[src/rtl/spi_dac_slave.sv]
// Receiving end of the DAC serial link: oversampled SPI (CPOL=0, falling-edge sample)
// deserialiser with per-channel input registers and LDAC-transferred DAC output registers.
module spi_dac_slave #(
    parameter int DATA_W = 16,
    parameter int NUM_CH = 4
) (
    input  logic                     sys_clk_i,
    input  logic                     sys_rst_n,
    input  logic                     cs_i,
    input  logic                     scl_i,
    input  logic                     mosi_i,
    input  logic                     ldac_i,
    output logic                     busy_o,
    output logic                     frame_valid_o,
    output logic                     frame_err_o,
    output logic [3:0]               rx_cmd_o,
    output logic [3:0]               rx_addr_o,
    output logic [DATA_W-1:0]        rx_data_o,
    output logic [NUM_CH*DATA_W-1:0] dac_data_o
);

    localparam int FW      = 8 + DATA_W;
    localparam int CNT_MAX = FW + 1;
    localparam int CW      = $clog2(CNT_MAX + 1);

    typedef enum logic {IDLE, SHIFT} state_t;

    // [0],[1] synchroniser, [2] history for edge detection
    logic [2:0] cs_q, scl_q, mosi_q, ldac_q;
    logic [1:0] vld_q;
    logic       armed_q, armed_d;

    state_t            state_q, state_d;
    logic [FW-1:0]     sh_q, sh_d;
    logic [CW-1:0]     cnt_q, cnt_d;
    logic              fv_q, fv_d, fe_q, fe_d;
    logic [3:0]        rx_cmd_q, rx_cmd_d, rx_addr_q, rx_addr_d;
    logic [DATA_W-1:0] rx_data_q, rx_data_d;
    logic [NUM_CH-1:0][DATA_W-1:0] in_q, in_d, dac_q, dac_d;

    logic cs_fall, cs_rise, scl_fall, ldac_fall;
    logic [3:0]        f_cmd, f_addr;
    logic [DATA_W-1:0] f_data;

    // A CS fall is only trusted once a real high level has been synchronised after reset,
    // so the reset value of the CS flops cannot open a phantom frame.
    assign armed_d   = armed_q | (vld_q[1] & cs_q[1]);
    assign cs_fall   = armed_q & cs_q[2] & ~cs_q[1];
    assign cs_rise   = ~cs_q[2] & cs_q[1];
    assign scl_fall  = scl_q[2] & ~scl_q[1];
    assign ldac_fall = ldac_q[2] & ~ldac_q[1];

    assign f_cmd  = sh_q[FW-1 -: 4];
    assign f_addr = sh_q[FW-5 -: 4];
    assign f_data = sh_q[DATA_W-1:0];

    always_ff @(posedge sys_clk_i or negedge sys_rst_n) begin
        if (!sys_rst_n) begin
            cs_q    <= 3'b111;
            scl_q   <= 3'b000;
            mosi_q  <= 3'b000;
            ldac_q  <= 3'b111;
            vld_q   <= 2'b00;
            armed_q <= 1'b0;
        end else begin
            cs_q    <= {cs_q[1:0], cs_i};
            scl_q   <= {scl_q[1:0], scl_i};
            mosi_q  <= {mosi_q[1:0], mosi_i};
            ldac_q  <= {ldac_q[1:0], ldac_i};
            vld_q   <= {vld_q[0], 1'b1};
            armed_q <= armed_d;
        end
    end

    always_ff @(posedge sys_clk_i or negedge sys_rst_n) begin
        if (!sys_rst_n) begin
            state_q   <= IDLE;
            sh_q      <= '0;
            cnt_q     <= '0;
            fv_q      <= 1'b0;
            fe_q      <= 1'b0;
            rx_cmd_q  <= '0;
            rx_addr_q <= '0;
            rx_data_q <= '0;
            in_q      <= '0;
            dac_q     <= '0;
        end else begin
            state_q   <= state_d;
            sh_q      <= sh_d;
            cnt_q     <= cnt_d;
            fv_q      <= fv_d;
            fe_q      <= fe_d;
            rx_cmd_q  <= rx_cmd_d;
            rx_addr_q <= rx_addr_d;
            rx_data_q <= rx_data_d;
            in_q      <= in_d;
            dac_q     <= dac_d;
        end
    end

    always_comb begin
        state_d = state_q;
        sh_d    = sh_q;
        cnt_d   = cnt_q;
        fv_d    = 1'b0;
        fe_d    = 1'b0;
        case (state_q)
            IDLE: begin
                if (cs_fall) begin
                    state_d = SHIFT;
                    sh_d    = '0;
                    cnt_d   = '0;
                end
            end
            SHIFT: begin
                // CS edges take priority over a coincident SCL edge
                if (cs_rise) begin
                    state_d = IDLE;
                    if (cnt_q == CW'(FW)) fv_d = 1'b1;
                    else                  fe_d = 1'b1;
                end else if (cs_fall) begin
                    sh_d  = '0;
                    cnt_d = '0;
                end else if (scl_fall) begin
                    sh_d = {sh_q[FW-2:0], mosi_q[2]};
                    if (cnt_q != CW'(CNT_MAX)) cnt_d = cnt_q + 1'b1;
                end
            end
            default: state_d = IDLE;
        endcase
    end

    always_comb begin
        rx_cmd_d  = rx_cmd_q;
        rx_addr_d = rx_addr_q;
        rx_data_d = rx_data_q;
        in_d      = in_q;
        dac_d     = dac_q;
        if (fv_d) begin
            rx_cmd_d  = f_cmd;
            rx_addr_d = f_addr;
            rx_data_d = f_data;
            for (int n = 0; n < NUM_CH; n++)
                if (f_addr == 4'(n) && (f_cmd == 4'h0 || f_cmd == 4'h1)) in_d[n] = f_data;
        end
        // LDAC sees the freshly written input register, so a coincident write lands in the DAC
        if (ldac_fall || (fv_d && f_cmd == 4'h2)) dac_d = in_d;
        if (fv_d && f_cmd == 4'h1)
            for (int n = 0; n < NUM_CH; n++)
                if (f_addr == 4'(n)) dac_d[n] = f_data;
    end

    assign busy_o        = (state_q == SHIFT);
    assign frame_valid_o = fv_q;
    assign frame_err_o   = fe_q;
    assign rx_cmd_o      = rx_cmd_q;
    assign rx_addr_o     = rx_addr_q;
    assign rx_data_o     = rx_data_q;
    assign dac_data_o    = dac_q;

endmodule
[config.mk]
export PLATFORM = sky130hd
export DESIGN_NAME = spi_dac_slave
export DESIGN_NICKNAME = d
export VERILOG_FILES = /design/src/rtl/spi_dac_slave.sv
export SDC_FILE = /design/constraint.sdc
export NUM_CORES = 1
export LEC_CHECK = 0
export CAP_MARGIN = 20
export CORE_ASPECT_RATIO = 0.6
export CORE_MARGIN = 1.5
export CORE_UTILIZATION = 50
export DETAILED_ROUTE_END_ITERATION = 10
export GPL_ROUTABILITY_DRIVEN = 0
export GPL_TIMING_DRIVEN = 0
export PLACE_DENSITY_LB_ADDON = 0.05
export SKIP_CTS_REPAIR_TIMING = 1
export SLEW_MARGIN = 20
export SYNTH_ARGS = -nofsm -noshare
export SYNTH_HDL_FRONTEND = slang
export SYNTH_SLANG_ARGS = --single-unit
[constraint.sdc]
create_clock -name sys_clk_i -period 1.9 [get_ports sys_clk_i]
set_input_delay 0.19 -clock sys_clk_i [delete_from_list [all_inputs] [get_ports sys_clk_i]]
set_output_delay 0.19 -clock sys_clk_i [all_outputs]
set_load 0.005 [all_outputs]
==> implementation parameters <==
Parameter                              Value

Yosys
  Number of nets in the synthesized netlist    846
  Average cell area after synthesis    around 10 um2
  Post-Synthesis Cell Area    roughly 8700 um2
  Share of synthesized area occupied by flip-flops and latches    0.572
  Portion of synthesized cell area occupied by the leading cell type    0.554
  Gate Count Post-Synth    approximately 840
  Largest cells by area after synthesis    sky130_fd_sc_hd__dfrtp_1 (55%), sky130_fd_sc_hd__a311oi_1 (6.4%), sky130_fd_sc_hd__o21ai_0 (5.2%)
  Count of warnings emitted by yosys    0
  Biggest area consumer among synthesized cells    sky130_fd_sc_hd__dfrtp_1
  Number of synthesized register bits    a little under 200
  Unique cell type count in the Yosys netlist    40

Worst hold path
  Cells on Worst Hold Path    1
  Type of the most critical hold path    input port to register
  Min-Delay Endpoint    cs_q[0]
  Hold path startpoint    cs_i

Critical path
  Worst-case register-to-register setup slack    -0.32 ns
  Kind of capture point of the worst setup path    register
  Worst r2r path cells    9
  Endpoint of the lowest-slack register-to-register path    dac_data_o[7]
  Maximum net fanout on the critical path    7
  CP arrival    roughly 2.5 ns
  Critical setup path kind    register to register
  Worst reg2reg startpoint    cnt_q[0]
  Worst setup SP type    register
  Critical path required time    ~2.2 ns

Cells and area
  Non-filler cells in the finished layout    1,258
  Fill cell instance count of the final layout    ~1,000
  Area taken by flip-flops and latches    around 5000 um2
  Area of the multi-input gates    around 4300 um2
  Proportion of layout cells with a drive suffix above 1    0.379
  Number of nets in the layout    between 1,000 and 1,500
  Area growth, synth to finish    48.9%

Drt
  Iter 0 DRT Violations    around 1,000
  Post-route ant nets    0
  Drt pass-1 iters    5
  Routed length per placed instance    about 25 um
  Vias per Instance    ~6.5
  DRC violations left    0
  Total routed wirelength    31.7 mm
  Vias after detailed routing    8,188

STA
  Slew headroom    0.643
  Unrepaired setup endpoints after global routing    yes
  Total count of hold-check failures in the final report    0
  Share of the clock period used by the worst path    1.17
  Minimum period implied by the final worst setup slack    between 2 and 2.5 ns
  Number of pins with negative max-slew slack in the final report    0
  Clock skew after layout    approximately 0.010 ns
  Hold_ws    around 0.14 ns
  Total setup violations reported at the end of the flow    146
  Minimum setup slack in the final design    -0.319 ns
  Worst slew pin tran    ~0.54 ns
  Upper clock frequency limit    ~450 MHz

Global route
  Aggregate global-route resource usage    0.300
  Via count of the first global-routing pass    roughly 7,300
  Maximum number of pins on one net before global-route repair    77
  Residual overflow from global routing    0
  Global-route wire length before repair    41.7 mm
  Antenna violations before repair    1

Floorplanning
  Core region area    around 17,000 um2
  Area of the die    18,300 um2
  Die Span X    174 um
  Count of boundary I/O pins    97
  Starting Density    0.511
  Row cnt    37
  Die Height    105 um

Clocking
  CTS HTree Levels    4
  Count of clock tree sinks    about 200
  Inserted Clock Buffers    17
  Clock transition time at the flip-flop clock pins of the worst setup and hold paths    0.08 ns
  Clock latency reported for the late side of the worst-skew pair    ~0.45 ns
  Clock tree buffer depth    2
  CTS root buf    sky130_fd_sc_hd__clkbuf_16
  CTS tree    yes

Outcome
  Failing checks    setup timing
  Result of the run    complete, but fails checks

Pwr
  Maximum vdd drop    roughly 450 uV
  Power per unit of standard cell area    ~670 nW/um2
  Leakage dissipation    5.22 nW

Job
  Max-capacitance violation count    0

Placement
  Cell count after placement    approximately 1,200
  Detailed Place HPWL    roughly 18 mm
  Total of buffers placed on input and output ports    between 90 and 100
synthesized netlist by cell type:
library cell and instances:
sky130_fd_sc_hd__nand4b_1 1, sky130_fd_sc_hd__and2_1 1, sky130_fd_sc_hd__conb_1 1, sky130_fd_sc_hd__nor4b_2 1, sky130_fd_sc_hd__nand2_1 118, sky130_fd_sc_hd__ha_1 3
sky130_fd_sc_hd__nor2_1 1, sky130_fd_sc_hd__a31oi_2 1, sky130_fd_sc_hd__nor3_2 4, sky130_fd_sc_hd__buf_2 22, sky130_fd_sc_hd__mux2_2 24, sky130_fd_sc_hd__and3b_1 2
sky130_fd_sc_hd__dfstp_2 6, sky130_fd_sc_hd__nor4_4 1, sky130_fd_sc_hd__a21oi_1 3, sky130_fd_sc_hd__o22ai_1 32, sky130_fd_sc_hd__buf_1 8, sky130_fd_sc_hd__inv_1 86
sky130_fd_sc_hd__nor2b_1 6, sky130_fd_sc_hd__buf_6 1, sky130_fd_sc_hd__nand2b_1 1, sky130_fd_sc_hd__a31oi_1 65, sky130_fd_sc_hd__or3_1 1, sky130_fd_sc_hd__o32ai_4 1
sky130_fd_sc_hd__a21o_1 2, sky130_fd_sc_hd__clkbuf_1 48, sky130_fd_sc_hd__a311oi_1 64, sky130_fd_sc_hd__o2bb2ai_1 16, sky130_fd_sc_hd__a41oi_1 1, sky130_fd_sc_hd__dfrtp_1 193
sky130_fd_sc_hd__o21ai_0 91, sky130_fd_sc_hd__o31ai_1 2, sky130_fd_sc_hd__nor4bb_1 1, sky130_fd_sc_hd__o32a_4 3, sky130_fd_sc_hd__o22a_1 16, sky130_fd_sc_hd__nand4_4 1
sky130_fd_sc_hd__a31o_2 1, sky130_fd_sc_hd__and4b_1 2, sky130_fd_sc_hd__nand4_1 4, sky130_fd_sc_hd__or4_1 2
how the worst max path moves through the flow:
stage                endpoint  startpoint  cells after the start
2_1_floorplan  dac_data_o[38]    cnt_q[0]                      8
3_3_place_gp        mosi_q[0]   sys_rst_n                      1
3_5_place_dp   dac_data_o[17]   ldac_q[2]                      6
4_1_cts        dac_data_o[20]   ldac_q[2]                      6
5_1_grt        dac_data_o[51]    cnt_q[0]                     10
6_report        dac_data_o[7]    cnt_q[0]                      9
per-stage QoR:
stage	TNS (ns)	total power, W	util	cell area [um2]	setup slack, ns
global placement	-1496.49	0.00499	0.584	9980	-7.35
finish	-23.29	0.00869	0.761	13000	-0.319
floorplan	-0.111	0.00470	-	8730	-0.0124
CTS	-69.03	0.00853	0.621	10600	-0.601
detailed placement	-65.50	0.00503	0.588	10000	-0.594
global route	-31.44	0.00895	0.760	13000	-0.401
flip-flops by register name, indices dropped and copies added (netlist names), 2 cells and up:
register	count
rx_addr_o	4
ldac_q	3
dac_data_o	64
mosi_q	3
rx_data_o	16
scl_q	3
vld_q	2
rx_cmd_o	4
in_q	64
sh_q	24
cs_q	3
cnt_q	5
per-layer routing:
layer / track usage / vias to the layer above / wire, um
met3: 0.0877 / 94 / 3590
li1: - / 3400 / -
met2: 0.406 / 542 / 13500
met4: 0.102 / 0 / 974
met1: 0.456 / 4152 / 13700
met5: 0 / - / 0
logic make-up (layout without fill, tap and decap cells):
family | count (synthesis) | after routing | share of synthesized area
compound gates | 298 | 299 | 0.238
flops | 199 | 199 | 0.572
buf+inv | 165 | 350 | 0.0750
simple gates | 147 | 147 | 0.0799
mux | 24 | 24 | 0.0310
fa+ha+maj | 3 | 3 | 0.00430
other cells | 1 | 2 | 0.000430
final cells by class:
type,instances,area share
Sequential cell,199,0.384
Multi-Input combinational cell,474,0.330
Timing Repair Buffer,156,0.139
Buffer,76,0.0561
Clock buffer,17,0.0327
Inverter,86,0.0248
Tap cell,234,0.0225
Clock inverter,15,0.0110
Antenna cell,1,0.000193
where the power goes:
part	switching (W)	total [W]	internal, W
Clock	0.00184	0.00358	0.00174
Combinational	0.000423	0.000697	0.000274
Sequential	0.0000966	0.00441	0.00432
Total	0.00236	0.00869	0.00633
cell usage in the layout (no fill, tap or decap), types with 24 or more instances in the layout:
cell type,synthesis,final
sky130_fd_sc_hd__clkdlybuf4s50_1,0,95
sky130_fd_sc_hd__buf_4,0,24
sky130_fd_sc_hd__o21ai_2,0,40
sky130_fd_sc_hd__inv_1,86,84
sky130_fd_sc_hd__dfrtp_1,193,193
sky130_fd_sc_hd__buf_6,1,32
sky130_fd_sc_hd__nand2_2,0,32
sky130_fd_sc_hd__clkbuf_16,0,30
sky130_fd_sc_hd__nand2_1,118,69
sky130_fd_sc_hd__a31oi_1,65,43
sky130_fd_sc_hd__a311oi_1,64,50
sky130_fd_sc_hd__o21ai_0,91,29
critical path: stages (launching register included):
cell	delay [ns]
sky130_fd_sc_hd__dfrtp_1	0.43
sky130_fd_sc_hd__inv_2	0.08
sky130_fd_sc_hd__ha_4	0.16
sky130_fd_sc_hd__and4b_2	0.24
sky130_fd_sc_hd__buf_6	0.14
sky130_fd_sc_hd__buf_6	0.12
sky130_fd_sc_hd__a31oi_4	0.30
sky130_fd_sc_hd__o32a_4	0.35
sky130_fd_sc_hd__clkbuf_16	0.19
sky130_fd_sc_hd__o22ai_2	0.07
Power figures use the tool's default switching activity.
